### config.mk
export PLATFORM = sky130hd
export DESIGN_NAME = sle_cell
export DESIGN_NICKNAME = d
export VERILOG_FILES = /design/src/rtl/sle_pkg.sv /design/src/rtl/sle_next_mux.sv /design/src/rtl/sle_cell.sv
export SDC_FILE = /design/constraint.sdc
export NUM_CORES = 1
export LEC_CHECK = 0
export CORE_AREA = 2 2 39 41
export DETAILED_ROUTE_END_ITERATION = 10
export DIE_AREA = 0 0 41 43
export GPL_TIMING_DRIVEN = 0
export PLACE_DENSITY = 0.31
export SYNTH_ARGS = -nofsm -noshare
export SYNTH_HDL_FRONTEND = slang
export SYNTH_SLANG_ARGS = --single-unit
### constraint.sdc
create_clock -name CLK -period 1.95 [get_ports CLK]
set_input_delay 0.39 -clock CLK [delete_from_list [all_inputs] [get_ports CLK]]
set_output_delay 0.39 -clock CLK [all_outputs]
set_load 0.005 [all_outputs]
### src/rtl/sle_pkg.sv
// Shared constants and types for the configurable storage cell.
package sle_pkg;

  // Storage mode selected by LAT.
  localparam logic SLE_MODE_FF    = 1'b0;
  localparam logic SLE_MODE_LATCH = 1'b1;

  // Per-bit default reset value; replicated to the cell width by the top.
  localparam logic SLE_RESET_BIT = 1'b0;

  // Source chosen by the next-value priority selector.
  typedef enum logic [2:0] {
    SelReset,
    SelLoad,
    SelSd,
    SelD,
    SelHold
  } sle_sel_e;

endpackage

### src/rtl/sle_next_mux.sv
// Priority selector computing the next stored value of the cell.
// sel_val_o never depends on q_i, so the latch path can use it without
// closing a combinational loop through the output; upd_o flags that a
// new value (not a hold) was selected.
module sle_next_mux
  import sle_pkg::*;
#(
  parameter int unsigned       Width    = 1,
  parameter logic [Width-1:0]  ResetVal = '0
) (
  input  logic             rst_i,
  input  logic             aln_i,
  input  logic             adn_i,
  input  logic             en_i,
  input  logic             sln_i,
  input  logic [Width-1:0] sd_i,
  input  logic [Width-1:0] d_i,
  input  logic [Width-1:0] q_i,
  output logic [Width-1:0] sel_val_o,
  output logic             upd_o,
  output logic [Width-1:0] nxt_o
);

  sle_sel_e sel;

  // Resolve the source, highest priority first.
  always_comb begin
    sel = SelHold;
    if (rst_i) begin
      sel = SelReset;
    end else if (!aln_i) begin
      sel = SelLoad;
    end else if (en_i) begin
      sel = sln_i ? SelD : SelSd;
    end
  end

  // Value of the selected source; the hold case is handled below.
  always_comb begin
    sel_val_o = '0;
    unique case (sel)
      SelReset: sel_val_o = ResetVal;
      SelLoad:  sel_val_o = {Width{~adn_i}};
      SelSd:    sel_val_o = sd_i;
      SelD:     sel_val_o = d_i;
      default:  sel_val_o = '0;
    endcase
  end

  assign upd_o = (sel != SelHold);
  assign nxt_o = upd_o ? sel_val_o : q_i;

endmodule

### src/rtl/sle_cell.sv
// Configurable storage cell: rising-edge flop (LAT=0) or high-transparent
// latch (LAT=1), with shared priority next-value selection.
//
// Q always comes from one output latch. In latch mode it opens while CLK is
// high and a new value is selected. In flop mode it is transparent to the
// flop, but only once the flop has captured at a rising edge in flop mode;
// this freezes Q after a latch-to-flop switch until the next rising edge.
// The latch is intentional.
module sle_cell
  import sle_pkg::*;
#(
  parameter int unsigned       WIDTH     = 1,
  parameter logic [WIDTH-1:0]  RESET_VAL = {WIDTH{SLE_RESET_BIT}}
) (
  input  logic             CLK,
  input  logic             RST,
  input  logic [WIDTH-1:0] D,
  input  logic             EN,
  input  logic             ALN,
  input  logic             ADN,
  input  logic             SLN,
  input  logic [WIDTH-1:0] SD,
  input  logic             LAT,
  output logic [WIDTH-1:0] Q
);

  logic [WIDTH-1:0] sel_val;
  logic             upd;
  logic [WIDTH-1:0] nxt;
  logic [WIDTH-1:0] ff_q;
  logic             ff_fresh_q;
  logic [WIDTH-1:0] lat_d;
  logic             lat_en;
  logic [WIDTH-1:0] lat_q;

  sle_next_mux #(
    .Width    (WIDTH),
    .ResetVal (RESET_VAL)
  ) u_next_mux (
    .rst_i     (RST),
    .aln_i     (ALN),
    .adn_i     (ADN),
    .en_i      (EN),
    .sln_i     (SLN),
    .sd_i      (SD),
    .d_i       (D),
    .q_i       (lat_q),
    .sel_val_o (sel_val),
    .upd_o     (upd),
    .nxt_o     (nxt)
  );

  // Flop storage: capture the selected value at each rising edge in flop mode;
  // remember whether that edge was a flop-mode capture.
  always_ff @(posedge CLK) begin
    ff_fresh_q <= (LAT == SLE_MODE_FF);
    if (LAT == SLE_MODE_FF) begin
      ff_q <= nxt;
    end
  end

  // Output latch source and enable, chosen by mode.
  always_comb begin
    lat_d  = ff_q;
    lat_en = ff_fresh_q;
    if (LAT == SLE_MODE_LATCH) begin
      lat_d  = sel_val;
      lat_en = CLK & upd;
    end
  end

  // Output storage: transparent while enabled, holds otherwise.
  always_latch begin
    if (lat_en) begin
      lat_q <= lat_d;
    end
  end

  assign Q = lat_q;

endmodule

# Word level (Yosys, flattened, before mapping)
# Cells that the tools add are included.
# word_totals
reg_bits	2
latch_bits	1
in_bits	9
# op_classes
n_eq_ne	4
muxes	10
n_bitwise	3
# ops
op	count
3-bit 2-to-1 mux	3
3-bit by 2-bit equality test with 1-bit output, second input constant	2
1-bit 2-to-1 mux	6
3-bit by 1-bit equality test with 1-bit output, second input constant	1
3-bit != test, second input constant	1
1-bit case mux with 3 select lines	1
1-bit NOT	2
1-bit AND	1

# Logic depth before layout (Yosys ltp)
# Gate-level depths: netlist of the first run.
# depth
ltp_word	8
mapped_depth	3
depth_no_buf	3

# Modules after synthesis
# From an unflattened synthesis of the first run, not the netlist that was laid out.
# hier_totals
hier_cells	15
area_unflattened_um2	153.9
# by_module_without_submodules
module	n_inst	cells_each	area_each_um2	seq_area_each_um2
sle_cell	1	8	97.6	50.0
sle_next_mux	1	7	56.3	0.0

==> flow_summary.json, run 1 <==
{
  "status": "finished with violations",
  "violations": "negative setup slack",
  "multiInputGateArea_um2": 77.6,
  "clk_pin_slew_worst_paths_ps": 70,
  "num-nets-final": 52,
  "syn-mean-instance-area_um2": 9.05,
  "drc": 0,
  "worst_slew_pin_slew_ps": 217,
  "vdd_drop_max_uv": 256,
  "synth_cell_types": 13,
  "min_period_over_period_pct": 103,
  "synth_area_leaders": "edfxtp_1 (20%), dfxtp_1 (13%), dlxtp_1 (9.8%)",
  "yosysTopAreaCellShare_pct": 19.5,
  "route.vias.total": 211,
  "synth_most_common_cell": "inv_1",
  "syn_area_um2": 154,
  "grt_pass1_vias": 258,
  "syn_nets": 26,
  "dieArea_um2": 1760,
  "wirelength_um": 552,
  "seqCellArea_um2": 65.1,
  "netlist_top_cells_count": "inv_1 (3), nor2_1 (2), o21ai_1 (2)",
  "fmax_ghz": 0.500,
  "min_period_ps": 2000,
  "r2r_start": "ff_q",
  "dp_hpwl_um": 307,
  "min-delay-start": "RST",
  "design_area_um2": 399,
  "cp-startpoint": "Q",
  "yosys.area.top_type": "edfxtp_1",
  "rsz0062_at_grt": "yes",
  "grt_antenna_before_repair": 0,
  "p_leak_uw": 0.000197,
  "worst-setup-path-type": "latch to output pin",
  "async_reset_ff_share_pct": 0,
  "drive_gt1_share_pct": 45.2,
  "arrival_ps": 1610,
  "maxSlewHeadroom_pct": 85.3,
  "insertion_delay_ps": 370,
  "place.gp.congestion": 0.607,
  "drv_slew": 0,
  "final.fill_count": 153,
  "initial_utilization_pct": 11.1,
  "ios": 10,
  "post_drt_wl_per_cell_um": 9.52,
  "syn2layout_area_growth_pct": 159,
  "drt-initial-drc-count": 9,
  "n_antenna_cell": 0,
  "setup_ws_ps": -51.2,
  "hold_path_class": "input pin to clock gate",
  "ys.flop_type": "edfxtp_1",
  "ant_nets": 0,
  "path_max_fanout": 2,
  "drt-pass1-iter-count": 3,
  "power_density_nw_per_um2": 775,
  "worst_setup_path_start_kind": "latch",
  "crit_path_end_kind": "output pin",
  "placed_area_um2": 267,
  "grt_overflow": 0,
  "hold_violations": 0,
  "ys_warn_count": 0,
  "synth_edf_count": 1,
  "instances_no_fill": 58,
  "grt_pass1_wl_um": 924,
  "fin_skew_ps": 29.3,
  "dp_cells": 42,
  "setup_viol": 2,
  "row_count": 14,
  "cap_violations": 0,
  "required_ps": 1560,
  "io_buffer_count": 9,
  "die_y_um": 43,
  "grt_use_total_pct": 9.93,
  "ys_ff_latch": 3,
  "coreArea_um2": 1380,
  "vias_per_cell": 3.64,
  "grt_max_degree": 6,
  "cts_tree": "done",
  "die_w_um": 41,
  "synthesis.instances": 17
}
where the power goes:
part	switching (uW)	total (uW)	leakage [uW]	internal (uW)
clock	54.0	205	0.0000314	151
combinational	15.5	47.6	0.000139	32.1
sequential	1.75	56.7	0.0000265	54.9
final cells by class:
| type | instances | share of cell area (%) |
|---|---|---|
| tap | 16 | 5.02 |
| sequential | 3 | 16.3 |
| multi-input combinational | 10 | 19.4 |
| inverter | 4 | 4.39 |
| clock buffer | 7 | 12.2 |
| timing repair buffer | 18 | 42.6 |
worst max-delay path, stage by stage, from the launching register on:
cell     delay [ps]
dlxtp_1           0
dlxtp_1         370
buf_2           120
final timing paths:
kind                slack [ps]  cells after the start         end
setup / recovery           -50                      2           Q
hold / removal             340                      3  clock gate
setup reg to reg             0                      2           Q
hold reg to reg            760                      3        ff_q
max in group gated         470                      3  clock gate
min in group CLK           350                      2  ff_fresh_q
cells in the final DEF, fill, tap and decap left out, types with 2 or more instances in the layout:
| master | instances |
|---|---|
| dlygate4sd3_1 | 8 |
| o21ai_1 | 2 |
| clkbuf_4 | 6 |
| buf_2 | 4 |
| dlymetal6s2s_1 | 2 |
| buf_6 | 2 |
| nor2_1 | 2 |
| inv_1 | 2 |
cells by family after synthesis:
kind of cell | count (synthesis) | share of synthesized area, %
AOI/OAI and AO/OA | 5 | 24.4
and+or+nand+nor | 4 | 17.1
buffers and inverters | 4 | 9.75
DFF | 2 | 32.5
muxes | 1 | 6.50
latches | 1 | 9.75
routing by layer:
layer	track usage, %	vias to the layer above	part of all wire [%]
li1	-	113	-
met1	7.69	86	39
met2	10.6	12	48
met3	8.90	0	13
met4	16.0	0	0
met5	0	-	0
registers in the layout, summed over array words and instances (netlist names):
register    count
ff_fresh_q      1
ff_q            1
Q               1
repair_timing:
item	in CTS	in global routing
endpoints found under the hold margin	4	1
cloned	0	0
hold buffers	7	1
pin swaps	2	2
gates resized for setup	26	10
setup buffers	1	0
endpoints found under the setup margin	2	2
through the flow:
| stage | power, uW | utilization [%] | worst slack [ps] | TNS (ps) | hold WS (ps) |
|---|---|---|---|---|---|
| 3_3_place_gp | 103 | 19.3 | -889 | -1010 | -163 |
| 6_report | 309 | 28.8 | -51.2 | -96.0 | 338 |
| 3_5_place_dp | 102 | 19.3 | -883 | -966 | -165 |
| 5_1_grt | 337 | 28.8 | -96.5 | -128 | 341 |
| 2_1_floorplan | 77.5 | - | -270 | -270 | -585 |
| 4_1_cts | 315 | 27.5 | -171 | -231 | 279 |
Power figures use the tool's default switching activity.
==> run 2, diff against run 1 <==
Settings changed: DONT_BUFFER_PORTS set to 1, PLACE_DENSITY 0.31 to 0.3.
==> flow_summary.json, run 2 (synthesis results as in run 1) <==
{
  "grt_pass1_vias": 232,
  "status": "completed",
  "final.fill_count": 159,
  "clk_pin_slew_worst_paths_ps": 70,
  "rsz0062_at_grt": "no",
  "maxSlewHeadroom_pct": 85.3,
  "fin_skew_ps": 33.6,
  "path_max_fanout": 2,
  "min-delay-start": "LAT",
  "required_ps": 1050,
  "switching_share_pct": 21.3,
  "power_frac_comb_pct": 8.9,
  "dp_hpwl_um": 279,
  "worst_slew_pin_slew_ps": 216,
  "power_density_nw_per_um2": 927,
  "initial_utilization_pct": 11.1,
  "drt-initial-drc-count": 8,
  "place.gp.congestion": 0.685,
  "r2r_setup_slack_ps": 0,
  "drt-pass1-iter-count": 3,
  "n_antenna_cell": 0,
  "grt_overflow": 0,
  "insertion_delay_ps": 370,
  "p_int_uw": 223,
  "ant_nets": 0,
  "setup_viol": 0,
  "wirelength_um": 472,
  "final_cell_mix": "dlygate4sd3_1 (8), clkbuf_4 (6), inv_1 (3), nor2_1 (2), o21ai_1 (2)",
  "vdd_drop_max_uv": 269,
  "hold_path_class": "input pin to register",
  "coreArea_um2": 1380,
  "final_common_cell": "dlygate4sd3_1",
  "multiInputGateArea_um2": 73.8,
  "pwr-share-clk_pct": 70.7,
  "r2r_start": "ff_q",
  "worst-setup-path-type": "input pin to latch",
  "finalPower_uw": 283,
  "route.vias.total": 190,
  "cap_violations": 0,
  "r2r-end": "Q",
  "power_frac_seq_pct": 20.3,
  "dieArea_um2": 1760,
  "cts_setup_buffers": 0,
  "drc": 0,
  "num-nets-final": 42,
  "drv_slew": 0,
  "drive_gt1_share_pct": 31.3,
  "p_leak_uw": 0.000130,
  "setup_ws_ps": 0,
  "seqCellArea_um2": 65.1,
  "grt_max_degree": 6,
  "vias_per_cell": 3.96,
  "worst-r2r-cell-count": 2,
  "min_to": "ff_fresh_q",
  "ios": 10,
  "grt_antenna_before_repair": 0,
  "row_count": 14,
  "worst_setup_path_start_kind": "input pin",
  "grt_use_total_pct": 8.32,
  "hold_violations": 0,
  "post_drt_wl_per_cell_um": 9.83,
  "die_w_um": 41,
  "grt_pass1_wl_um": 752,
  "crit_path_end_kind": "latch",
  "arrival_ps": 1050,
  "io_buffer_count": 0,
  "dp_slack_ps": -282,
  "syn2layout_area_growth_pct": 98.4,
  "die_y_um": 43,
  "power_switching_uw": 60.4,
  "cts_tree": "done",
  "hold_depth": 1
}
==> run 2: worst max path at each step <==
stage,start,end,slack [ps],depth (start not counted)
after floorplan,RST,Q,-270,2
after global placement,RST,Q,-280,2
after detailed placement,SLN,Q,-280,3
after CTS,SLN,Q,0,3
after global routing,SLN,Q,0,3
final,SLN,Q,0,3
==> run 2: power groups by stage <==
stage	Combinational, uW	Clock (uW)	Sequential [uW]
6_report	25.2	200	57.6
5_1_grt	27.0	223	57.7
4_1_cts	24.4	211	57.5
3_5_place_dp	11.9	9.93	58.2
3_3_place_gp	11.6	9.93	57.9
2_1_floorplan	10.3	9.93	57.2
==> run 2: through the flow <==
step | cells | hold WS [ps] | utilization, % | area [um2] | setup TNS [ps]
after floorplan | 17 | -585 | - | 156 | -270
after global placement | 33 | -585 | 12.7 | 176 | -278
after detailed placement | 33 | -585 | 12.7 | 176 | -282
after CTS | 48 | 129 | 22.1 | 305 | 0
after global routing | 48 | 133 | 22.1 | 305 | 0
final | 48 | 144 | 22.1 | 305 | 0
==> run 2: worst max-delay path, cell delays in order <==
cell and delay (ps):
mux2i_1 100, or4_4 420, a31oi_2 130
==> run 2: layout make-up <==
cell class	instances	area share, %
Clock buffer	7	16.0
Inverter	4	5.74
Multi-Input combinational cell	10	24.2
Sequential cell	3	21.3
Tap cell	16	6.56
Timing Repair Buffer	8	26.2
==> run 2: metal layers <==
metal | up-vias | GRT usage [%] | routed length [um]
li1 | 91 | - | -
met1 | 83 | 7.05 | 207
met2 | 14 | 6.56 | 180
met3 | 2 | 9.42 | 73
met4 | 0 | 14.7 | 10
met5 | - | 0 | 0
==> run 2: what timing repair did <==
item,in CTS,in global routing
hold endpoints to repair,4,0
gates resized for setup,0,0
hold buffers,8,0
